## config.mk

```make
export PLATFORM = sky130hd
export DESIGN_NAME = min_max_bar_ctrl
export DESIGN_NICKNAME = d
export VERILOG_FILES = /design/src/rtl/min_max_bar_ctrl.sv
export SDC_FILE = /design/constraint.sdc
export NUM_CORES = 1
export LEC_CHECK = 0
export ABC_AREA = 1
export CORE_UTILIZATION = 40
export DETAILED_ROUTE_END_ITERATION = 10
export PLACE_DENSITY = 0.61
export SLEW_MARGIN = 5
export SYNTH_ARGS = -nofsm -noshare
export SYNTH_HDL_FRONTEND = slang
export SYNTH_SLANG_ARGS = --single-unit
```

## constraint.sdc

```tcl
create_clock -name clk_i -period 2.25 [get_ports clk_i]
set_clock_uncertainty 0.15 [all_clocks]
set_input_delay 0.45 -clock clk_i [delete_from_list [all_inputs] [get_ports clk_i]]
set_output_delay 0.45 -clock clk_i [all_outputs]
set_load 0.005 [all_outputs]
```

## src/rtl/min_max_bar_ctrl.sv

```systemverilog
// Min/max LED bar controller: registered config/value, internal blink oscillator,
// peak-hold with timed decay, and a registered 2**VALSIZE LED bar.
module min_max_bar_ctrl #(
   parameter int VALSIZE           = 4,
   parameter int BLINK_HALF_PERIOD = 8,
   parameter int DECAY_CYCLES      = 16,
   parameter int ERRNO             = 0
) (
   input  logic                    clk_i,
   input  logic                    rst_i,
   input  logic                    cfg_valid_i,
   input  logic [2:0]              com_i,
   input  logic [VALSIZE-1:0]      min_i,
   input  logic [VALSIZE-1:0]      max_i,
   input  logic                    val_valid_i,
   input  logic [VALSIZE-1:0]      val_i,
   output logic [2**VALSIZE-1:0]   leds_o,
   output logic                    osc_o,
   output logic [VALSIZE-1:0]      peak_o,
   output logic                    cfg_err_o
);

   localparam int NLEDS = 2**VALSIZE;
   localparam int BW    = $clog2(BLINK_HALF_PERIOD + 1);
   localparam int DW    = $clog2(DECAY_CYCLES + 1);
   localparam logic [BW-1:0] BLINK_LAST = BW'(BLINK_HALF_PERIOD - 1);
   localparam logic [DW-1:0] DECAY_LAST = DW'(DECAY_CYCLES - 1);

   logic [2:0]         com;
   logic [VALSIZE-1:0] min_r;
   logic [VALSIZE-1:0] max_r;
   logic [VALSIZE-1:0] value;
   logic [BW-1:0]      blink_cnt;
   logic [DW-1:0]      decay_cnt;
   logic [NLEDS-1:0]   leds_nxt;
   logic               cfg_ok;
   logic               restart;
   logic               in_range;

   function automatic logic [VALSIZE-1:0] sat_dec(input logic [VALSIZE-1:0] x);
      if (x == '0)
         return (ERRNO == 1) ? '1 : '0;
      return x - 1'b1;
   endfunction

   assign cfg_ok   = cfg_valid_i && (min_i <= max_i);
   assign restart  = cfg_ok && (ERRNO != 2);
   assign in_range = (value >= min_r) && (value <= max_r);

   always_comb begin
      leds_nxt = '0;
      for (int i = 0; i < NLEDS; i++) begin
         case (com)
            3'b000: begin
               if (in_range) begin
                  if (i >= int'(min_r) && i <= int'(value))
                     leds_nxt[i] = 1'b1;
                  else if (i > int'(value) && i <= int'(max_r))
                     leds_nxt[i] = osc_o;
               end
            end
            3'b001:  leds_nxt[i] = (i <= int'(value));
            3'b011:  leds_nxt[i] = 1'b1;
            3'b100:  leds_nxt[i] = (i <= int'(value)) || (i == int'(peak_o));
            default: leds_nxt[i] = 1'b0;
         endcase
      end
   end

   always_ff @(posedge clk_i) begin
      if (rst_i) begin
         com       <= '0;
         min_r     <= '0;
         max_r     <= '0;
         value     <= '0;
         peak_o    <= '0;
         osc_o     <= 1'b0;
         blink_cnt <= '0;
         decay_cnt <= '0;
         leds_o    <= '0;
         cfg_err_o <= 1'b0;
      end else begin
         cfg_err_o <= cfg_valid_i && (min_i > max_i);
         if (cfg_ok) begin
            com   <= com_i;
            min_r <= min_i;
            max_r <= max_i;
         end
         // A fresh config restarts the blink phase so the display starts dark
         if (restart) begin
            blink_cnt <= '0;
            osc_o     <= 1'b0;
         end else if (blink_cnt == BLINK_LAST) begin
            blink_cnt <= '0;
            osc_o     <= ~osc_o;
         end else begin
            blink_cnt <= blink_cnt + 1'b1;
         end
         if (val_valid_i)
            value <= val_i;
         // Load beats decay; an equal value lets the decay keep running
         if (value > peak_o) begin
            peak_o    <= value;
            decay_cnt <= '0;
         end else if (decay_cnt == DECAY_LAST) begin
            decay_cnt <= '0;
            peak_o    <= sat_dec(peak_o);
         end else begin
            decay_cnt <= decay_cnt + 1'b1;
         end
         leds_o <= leds_nxt;
      end
   end

endmodule

```

==> impl_metrics.tcl <==
set metrics [dict create \
    tightestPinTransition_ns 0.393 \
    crit_path_cell_trace "clkdlybuf4s50_1" \
    num_vias 3108 \
    netlist_instances 447 \
    io_buffers 40 \
    cp_top_family "buffers and inverters" \
    ant_nets 0 \
    cts_tree "done" \
    p_per_area_nw_per_um2 708 \
    core.rowCount 30 \
    start_util 0.419 \
    grt-ovfl-total 0 \
    post-synth-top-area-cell "dfxtp_1" \
    mostFrequentLayoutCells "111 x nand2_1, 53 x nand3_1, 51 x a21oi_1" \
    vdd_ir_drop_max_mv 0.568 \
    drive_gt1_frac 0.0858 \
    min_period_ns 1.96 \
    viasPerCell 5.21 \
    cts-root-buf "clkbuf_8" \
    worstPathArrival_ns 1.36 \
    h-tree-depth 2 \
    crit_fanout 7 \
    ys_top_cells_by_area "dfxtp_1 32%, nand2_1 14%, nand3_1 9.2%, a21oi_1 8.8%, ha_1 8.2%" \
    path_clk_slew_ns 0.09 \
    critPathRequiredTime_ns 1.65 \
    drc 0 \
    grt_pass1_wl_um 13000 \
    layout_commonest_cell "nand2_1" \
    maxCapViolations 0 \
    fin_util 0.526 \
    clock_sinks 46 \
    yosys_warnings 0 \
    grt_start_max_net_pins 29 \
    cts-hold-fix-buffers 0 \
    avgSynthCellArea_sq_um 6.47 \
    finalHoldViolations 0 \
    status "completed" \
    drt-total-wl_um 7780 \
    fmax_mhz 510 \
    hold_path_class "register to register" \
    slew_headroom 0.737 \
    core_sq_um 6910 \
    cp_num_buf_inv 1 \
    ctsResizeCount 0 \
    layout.nets 538 \
    ys_seq_area_frac 0.318 \
    synth_cell_types 28 \
    slowest_stage "clkdlybuf4s50_1" \
    syn_nets 485 \
    die_x_um 87.0 \
    dpl_cell_area_sq_um 3490 \
    synth_seq_cells 46 \
    fin_area_sq_um 3630 \
    end_kind "output port" \
    finalSetupViolCount 0 \
    post-route-period-util 0.872 \
    rsz0062_at_grt "no" \
    grt_pass1_vias 2878 \
    io_pins 41 \
    grt_antenna_before_repair 0 \
    crit_path_start_kind "register" \
    p_leak_nw 1.63 \
    worst-setup-path-type "register to output port" \
    gp_congestion 0.978 \
    drtIter0Drc 284 \
    report.final.slew_viol_count 0 \
    post_cts_buffers 0 \
    syn_to_final_growth_pct 25.6 \
    clk_path_buf_depth 2 \
    syn_area_sq_um 2890 \
    die_h_um 87.0 \
    grt_usage 0.220 \
    numCtsBuffers 5 \
    diodes 0 \
    clock_latency_ns 0.30 \
    slowest_delay_ns 0.56 \
    dieArea_sq_um 7570 \
    synth_top_area_share 0.318 \
    wl_per_cell_um 13.0 \
    dp_hpwl_um 6210 \
    first_pass_iters 5 \
]
[synth_stat cells]
| library cell | n |
|---|---|
| nand2_1 | 111 |
| nand3_1 | 53 |
| a21oi_1 | 51 |
| dfxtp_1 | 46 |
| inv_1 | 46 |
| nor2_1 | 43 |
| o21ai_0 | 21 |
| ha_1 | 19 |
| nand4_1 | 14 |
| clkbuf_1 | 8 |
| inv_2 | 4 |
| buf_2 | 3 |
| buf_4 | 3 |
| nand2_2 | 3 |
| nor3_1 | 3 |
| xor2_1 | 3 |
| nor2_2 | 2 |
| nor2_4 | 2 |
| o21ai_1 | 2 |
| xnor2_1 | 2 |
| and3_1 | 1 |
| clkinv_2 | 1 |
| nand2_4 | 1 |
| nand3_2 | 1 |
| nand3b_1 | 1 |
| o211ai_1 | 1 |
| o21ai_2 | 1 |
| o21bai_1 | 1 |
[state kept, by name (all words and copies together) (netlist names)]
name	cells
value	4
decay_cnt	5
cfg_err_o	1
min_r	4
blink_cnt	4
peak_o	4
com	3
leds_o	16
max_r	4
osc_o	1
[path summary, 6_finish.rpt]
check	endpoint	slack (ns)	from	cells past startpoint
setup / recovery	osc_o	0.29	osc_o	1
setup reg to reg	peak_o[1]	0.34	value[3]	6
hold / removal	blink_cnt[0]	0.30	blink_cnt[0]	1
hold reg to reg	blink_cnt[0]	0.30	blink_cnt[0]	1
[layout make-up]
class | count | area, sq um
clock buffers | 5 | 68.8
repair buffers | 60 | 551
fillers | 736 | 3270
inverters | 51 | 193
multi-input cells | 336 | 1710
well taps | 96 | 120
clock inverters | 3 | 68.8
flip-flops and latches | 46 | 921
[kinds of logic (layout without fill, tap and decap cells)]
group           after synthesis  in the layout  share of synthesized area
compound gates               77             77                      0.136
xor+xnor                      5              5                     0.0151
fa+ha+maj                    19             19                     0.0822
buf+inv                      65            119                     0.0900
flops                        46             46                      0.318
simple gates                235            235                      0.358
[through the flow]
stage	TNS [ns]	cells	hold slack [ns]	worst slack, ns	power, W
2_1_floorplan	0	447	0.268	0.473	0.00150
3_3_place_gp	0	589	0.276	0.0223	0.00183
3_5_place_dp	-0.0328	589	0.294	-0.0113	0.00184
4_1_cts	0	597	0.310	0.277	0.00258
5_1_grt	0	597	0.326	0.0749	0.00274
6_report	0	597	0.303	0.288	0.00257
[layer usage]
| layer | vias up | track usage | part of all wire |
|---|---|---|---|
| li1 | 1579 | - | - |
| met1 | 1392 | 0.288 | 0.46 |
| met2 | 114 | 0.360 | 0.45 |
| met3 | 23 | 0.0445 | 0.064 |
| met4 | 0 | 0.0773 | 0.022 |
| met5 | - | 0 | 0 |
[power by group]
group | internal, W | switching (W) | total, W
Clock | 0.000445 | 0.000301 | 0.000746
Combinational | 0.000353 | 0.000506 | 0.000859
Sequential | 0.000895 | 0.0000713 | 0.000967
Total | 0.00169 | 0.000878 | 0.00257
Power figures use the tool's default switching activity.
